<file path="src/rtl/result_uart_tx.sv">
// Sends a latched 32-bit processor result as four 8N1 UART bytes, MSB byte first,
// each byte LSB first. Requests that arrive while a frame is in progress are dropped.
module result_uart_tx #(
  parameter int CLKS_PER_BIT = 434
) (
  input  logic        clk,
  input  logic        reset,
  input  logic [31:0] result,
  input  logic        result_valid,
  output logic        ready,
  output logic        tx,
  output logic        busy
);

  localparam int CW = $clog2(CLKS_PER_BIT);
  localparam logic [CW-1:0] BAUD_MAX = CW'(CLKS_PER_BIT - 1);

  typedef enum logic [1:0] {
    IDLE,
    START,
    DATA,
    STOP
  } state_t;

  state_t        r_state;
  state_t        w_stateNext;
  logic [31:0]   r_shreg;
  logic [31:0]   w_shregNext;
  logic [1:0]    r_byteIdx;
  logic [1:0]    w_byteIdxNext;
  logic [2:0]    r_bitIdx;
  logic [2:0]    w_bitIdxNext;
  logic [CW-1:0] r_baudCnt;
  logic [CW-1:0] w_baudCntNext;
  logic          w_bitDone;
  logic          w_txNext;

  assign w_bitDone = (r_baudCnt == BAUD_MAX);

  always_ff @(posedge clk) begin
    if (reset) begin
      r_state   <= IDLE;
      r_shreg   <= '0;
      r_byteIdx <= '0;
      r_bitIdx  <= '0;
      r_baudCnt <= '0;
      tx        <= 1'b1;
      ready     <= 1'b1;
      busy      <= 1'b0;
    end else begin
      r_state   <= w_stateNext;
      r_shreg   <= w_shregNext;
      r_byteIdx <= w_byteIdxNext;
      r_bitIdx  <= w_bitIdxNext;
      r_baudCnt <= w_baudCntNext;
      tx        <= w_txNext;
      ready     <= (w_stateNext == IDLE);
      busy      <= (w_stateNext != IDLE);
    end
  end

  // Outputs are derived from the next state so they line up with it after the edge.
  always_comb begin
    w_stateNext   = r_state;
    w_shregNext   = r_shreg;
    w_byteIdxNext = r_byteIdx;
    w_bitIdxNext  = r_bitIdx;
    w_baudCntNext = w_bitDone ? '0 : r_baudCnt + 1'b1;
    w_txNext      = 1'b1;

    unique case (r_state)
      IDLE: begin
        w_baudCntNext = '0;
        if (result_valid && ready) begin
          w_shregNext   = result;
          w_byteIdxNext = '0;
          w_bitIdxNext  = '0;
          w_stateNext   = START;
        end
      end
      START: begin
        if (w_bitDone) w_stateNext = DATA;
      end
      DATA: begin
        if (w_bitDone) begin
          if (r_bitIdx == 3'd7) w_stateNext = STOP;
          else                  w_bitIdxNext = r_bitIdx + 3'd1;
        end
      end
      STOP: begin
        if (w_bitDone) begin
          if (r_byteIdx != 2'd3) begin
            w_byteIdxNext = r_byteIdx + 2'd1;
            w_bitIdxNext  = '0;
            w_stateNext   = START;
          end else begin
            w_stateNext = IDLE;
          end
        end
      end
      default: w_stateNext = IDLE;
    endcase

    // Bit (3-byteIdx)*8+bitIdx walks the bytes from [31:24] down, each LSB first.
    unique case (w_stateNext)
      START:   w_txNext = 1'b0;
      DATA:    w_txNext = w_shregNext[{~w_byteIdxNext, w_bitIdxNext}];
      default: w_txNext = 1'b1;
    endcase
  end

endmodule
</file>
<file path="config.mk">
export PLATFORM = sky130hd
export DESIGN_NAME = result_uart_tx
export DESIGN_NICKNAME = d
export VERILOG_FILES = /design/src/rtl/result_uart_tx.sv
export SDC_FILE = /design/constraint.sdc
export NUM_CORES = 1
export LEC_CHECK = 0
export CAP_MARGIN = 30
export CORE_MARGIN = 4
export CORE_UTILIZATION = 50
export CTS_BUF_LIST = sky130_fd_sc_hd__clkbuf_4 sky130_fd_sc_hd__clkbuf_8
export DETAILED_ROUTE_END_ITERATION = 7
export GPL_TIMING_DRIVEN = 0
export PLACE_DENSITY_LB_ADDON = 0.2
export SETUP_SLACK_MARGIN = 0.1
export SYNTH_ARGS = -nofsm -noshare
export SYNTH_HDL_FRONTEND = slang
export SYNTH_SLANG_ARGS = --single-unit
</file>
<file path="constraint.sdc">
create_clock -name clk -period 3.9 [get_ports clk]
set_clock_uncertainty 0.2 [all_clocks]
set_input_delay 0.78 -clock clk [delete_from_list [all_inputs] [get_ports clk]]
set_output_delay 0.78 -clock clk [all_outputs]
set_load 0.05 [all_outputs]
</file>
==> run_summary.xml <==
<?xml version="1.0" encoding="UTF-8"?>
<metrics>
  <group name="yosys">
    <metric name="synth_enable_flop_cells" unit="">0</metric>
    <metric name="syn-num-nets" unit="">384</metric>
    <metric name="synth_largest_area_cell" unit="">dfxtp_1</metric>
    <metric name="synth_top_area_share" unit="%">37.7</metric>
    <metric name="yosysSeqAreaShare" unit="%">37.7</metric>
    <metric name="synth_top_flop_cell" unit="">dfxtp_1</metric>
    <metric name="synth.yosys.warnings" unit="">0</metric>
    <metric name="synth_cell_types" unit="">56</metric>
    <metric name="synthArstFlopShare" unit="%">0</metric>
    <metric name="synth_seq_cells" unit="">51</metric>
    <metric name="netlist_instances" unit="">342</metric>
    <metric name="syn_area" unit="um2">2710</metric>
    <metric name="synthTopCellsByCount" unit="">nand2_1, a21oi_1, dfxtp_1</metric>
    <metric name="synthesis.area_per_instance" unit="um2">7.92</metric>
    <metric name="post-synth-top-count-cell" unit="">nand2_1</metric>
    <metric name="ys_top_cells_by_area" unit="">dfxtp_1, nand2_1, a21oi_1, nor2_1, ha_1</metric>
  </group>
  <group name="detailed_routing">
    <metric name="via_count" unit="">2573</metric>
    <metric name="routed_wire_length_per_instance" unit="um">14.1</metric>
    <metric name="antenna_violating_nets_post_route" unit="">0</metric>
    <metric name="drt_iter0_markers" unit="">180</metric>
    <metric name="detail_route.vias_per_cell" unit="">5.64</metric>
    <metric name="firstDrtPassIters" unit="">5</metric>
    <metric name="remaining_drc_errors" unit="">0</metric>
    <metric name="totalWireLength" unit="mm">6.43</metric>
  </group>
  <group name="power_and_ir_drop">
    <metric name="power.sequential.fraction" unit="%">48.3</metric>
    <metric name="comb_power_share" unit="%">21.6</metric>
    <metric name="pwr-share-clk" unit="%">30.1</metric>
    <metric name="switching_share" unit="%">28.1</metric>
    <metric name="switching_power" unit="W">0.000338</metric>
    <metric name="pwrdens" unit="nW/um2">367</metric>
    <metric name="intPower" unit="W">0.000865</metric>
    <metric name="max-vdd-ir-drop" unit="uV">292</metric>
    <metric name="power.leakage" unit="nW">1.23</metric>
  </group>
  <group name="die">
    <metric name="fp-row-count" unit="">26</metric>
    <metric name="ios" unit="">38</metric>
    <metric name="floorplan.initialDensity" unit="%">52.4</metric>
    <metric name="dieHeight" unit="um">81.6</metric>
    <metric name="placeableCoreArea" unit="um2">5170</metric>
    <metric name="total_die_area" unit="um2">6660</metric>
    <metric name="fp.dieW" unit="um">81.6</metric>
  </group>
  <group name="clock_tree">
    <metric name="cts-resized-gates" unit="">0</metric>
    <metric name="root_buf_cell" unit="">clkbuf_8</metric>
    <metric name="tritoncts" unit="">done</metric>
    <metric name="post-cts-setup-buffers" unit="">0</metric>
    <metric name="clock_insertion_delay_worst_skew" unit="ps">300</metric>
    <metric name="clk_pin_slew" unit="ps">90</metric>
    <metric name="holdBufCountCts" unit="">0</metric>
    <metric name="clk_path_buf_depth" unit="">2</metric>
    <metric name="cts_made_buffers" unit="">5</metric>
    <metric name="cts_sinks" unit="">51</metric>
    <metric name="depth_of_the_cts_h_tree" unit="">2</metric>
  </group>
  <group name="setup_path">
    <metric name="critical_path.slowest_cell" unit="">mux4_1</metric>
    <metric name="critical_path.startpoint" unit="">result_valid</metric>
    <metric name="cp.required" unit="ps">3900</metric>
    <metric name="worstPathMaxFanout" unit="">10</metric>
    <metric name="reg2reg_depth" unit="">12</metric>
    <metric name="cp_data_arrival_time" unit="ps">3390</metric>
    <metric name="setup.worst_path.end_class" unit="">flop</metric>
    <metric name="path_cells" unit="">clkdlybuf4s50_1 -&gt; and3_1 -&gt; buf_1 -&gt; mux4_1 -&gt; a22oi_1 -&gt; and3_1 -&gt; nor3_1 -&gt; o31a_1</metric>
    <metric name="timing.critical_path.to" unit="">tx$_SDFF_PP1_</metric>
    <metric name="r2r_start" unit="">r_state[0]$_SDFF_PP0_</metric>
    <metric name="r2r-end" unit="">tx$_SDFF_PP1_</metric>
    <metric name="critical-path-top-cell-by-count" unit="">and3_1</metric>
    <metric name="cpLargestDelayFamily" unit="">buffers and inverters</metric>
    <metric name="critical_path_cell_count" unit="">8</metric>
    <metric name="largest_stage_delay_on_the_critical_path" unit="ps">640</metric>
    <metric name="worst-path-buf-inv" unit="">2</metric>
    <metric name="r2r_setup_slack" unit="ps">650</metric>
    <metric name="timing.setup.critical_path_class" unit="">primary input to flop</metric>
    <metric name="startpoint_type" unit="">primary input</metric>
  </group>
  <group name="cells_and_area">
    <metric name="nets" unit="">428</metric>
    <metric name="antenna_cells" unit="">0</metric>
    <metric name="ff_latch_area" unit="um2">1020</metric>
    <metric name="fillers" unit="">472</metric>
    <metric name="multi_input_comb_area" unit="um2">1590</metric>
    <metric name="share_of_cells_above_drive_strength_1" unit="%">6.74</metric>
    <metric name="flow.area_growth_from_synthesis" unit="%">20.8</metric>
  </group>
  <group name="timing">
    <metric name="number_of_endpoints_failing_setup_at_the_final_stage" unit="">0</metric>
    <metric name="total_negative_slack_for_setup_checks" unit="ps">0</metric>
    <metric name="slew_violations" unit="">0</metric>
    <metric name="final.period_utilization" unit="%">87.0</metric>
    <metric name="hold_viol_final" unit="">0</metric>
    <metric name="relSlewSlack" unit="%">56.7</metric>
    <metric name="timing.final.crit_period" unit="ps">3390</metric>
    <metric name="grt_setup_unrepaired" unit="">no</metric>
    <metric name="fmax" unit="MHz">295</metric>
    <metric name="worst_hold_slack" unit="ps">256</metric>
    <metric name="timing_worst_slew_pin_value" unit="ps">645</metric>
  </group>
  <group name="status">
    <metric name="status" unit="">complete, no violations</metric>
  </group>
  <group name="placed_design">
    <metric name="placed_wire_length_estimate_after_detailed_placement" unit="mm">4.91</metric>
    <metric name="portBuffers" unit="">37</metric>
    <metric name="gpl.final_weighted_congestion" unit="">0.879</metric>
  </group>
  <group name="global_route">
    <metric name="antenna_violations_before_repair" unit="">0</metric>
    <metric name="pin_count_of_the_biggest_net_entering_global_routing" unit="">15</metric>
    <metric name="grt_first_pass_wirelength" unit="mm">10.6</metric>
    <metric name="grt_overflow" unit="">0</metric>
    <metric name="globalRouteTotalUtil" unit="%">20.3</metric>
    <metric name="first_global_vias" unit="">2350</metric>
  </group>
  <group name="job">
    <metric name="max-cap-violations" unit="">0</metric>
  </group>
  <group name="hold_path">
    <metric name="min-delay-path-class" unit="">flop to flop</metric>
  </group>
</metrics>
==> power groups by stage <==
stage	combinational (W)	clock [W]	sequential [W]
after global placement	0.000255	0	0.000591
after floorplan	0.000150	0	0.000608
after global routing	0.000287	0.000389	0.000586
final	0.000260	0.000362	0.000581
after detailed placement	0.000259	0	0.000593
after CTS	0.000260	0.000365	0.000581
==> worst min-delay path, stage by stage, from the launching register on <==
cell     delay (ps)
dfxtp_1         310
nand2_1          50
a21oi_1          50
==> sequential cells by signal (all words and copies together) (netlist names) <==
| signal | count |
|---|---|
| busy | 1 |
| r_baudCnt | 9 |
| r_bitIdx | 3 |
| r_byteIdx | 2 |
| r_shreg | 32 |
| r_state | 2 |
| ready | 1 |
| tx | 1 |
==> kinds of logic after synthesis <==
group	share of synthesized area (%)
muxes	5.82
AOI/OAI and AO/OA	18.6
buffers and inverters	3.83
DFF	37.7
adders and majority gates	3.23
and+or+nand+nor	28.9
xor gates and xnor gates	1.94
==> final cells by class <==
| class | count | area share, % |
|---|---|---|
| multi-input combinational | 268 | 48.4 |
| sequential | 51 | 31.2 |
| timing repair buffer | 37 | 11.3 |
| buffer | 19 | 2.71 |
| clock buffer | 6 | 2.33 |
| clock inverter | 1 | 0.917 |
| tap | 70 | 2.67 |
| inverter | 4 | 0.459 |
==> how the worst min path moves through the flow <==
stage          cells past startpoint               startpoint  slack, ps                 endpoint
2_1_floorplan                      1  r_baudCnt[0]$_SDFF_PP0_        230  r_baudCnt[0]$_SDFF_PP0_
3_3_place_gp                       2   r_shreg[14]$_SDFF_PP0_        240   r_shreg[14]$_SDFF_PP0_
3_5_place_dp                       2    r_shreg[3]$_SDFF_PP0_        250    r_shreg[3]$_SDFF_PP0_
4_1_cts                            2    r_shreg[3]$_SDFF_PP0_        260    r_shreg[3]$_SDFF_PP0_
5_1_grt                            2   r_shreg[16]$_SDFF_PP0_        270   r_shreg[16]$_SDFF_PP0_
6_report                           2    r_shreg[3]$_SDFF_PP0_        260    r_shreg[3]$_SDFF_PP0_
==> routing by layer <==
layer / vias up / track usage [%] / wire length [um]
li1: 1278 / - / -
met1: 1180 / 27.0 / 2910
met2: 98 / 32.8 / 2930
met3: 17 / 4.17 / 455
met4: 0 / 7.14 / 137
met5: - / 0 / 0
==> stage by stage <==
step	total power (W)	instances	worst slack, ps	utilization [%]	instance area (um2)
after floorplan	0.000757	342	1040	-	2710
after global placement	0.000847	449	230	61.2	3170
after detailed placement	0.000852	449	194	61.2	3170
after CTS	0.00121	456	487	63.3	3270
after global routing	0.00126	456	351	63.3	3270
final	0.00120	456	508	63.3	3270
==> placed cells by master (no fill, tap or decap), drive strengths merged, types with 2 or more instances in the layout <==
cell	count
nor3	4
nor2b	4
mux2i	3
o21bai	2
mux2	2
or3	2
a21oi	52
and3	6
o211ai	3
nor4b	2
clkbuf	19
a2111oi	3
nand2b	2
clkdlybuf4s50	37
nand2	96
a221oi	2
mux4	4
buf	6
or2	2
a31oi	3
dfxtp	51
nor2	24
and2	2
ha	7
xnor2	4
nand4	4
o21ai	3
inv	4
a311oi	2
a21boi	2
xor2	2
o22ai	2
nand3	11
Power figures use the tool's default switching activity.
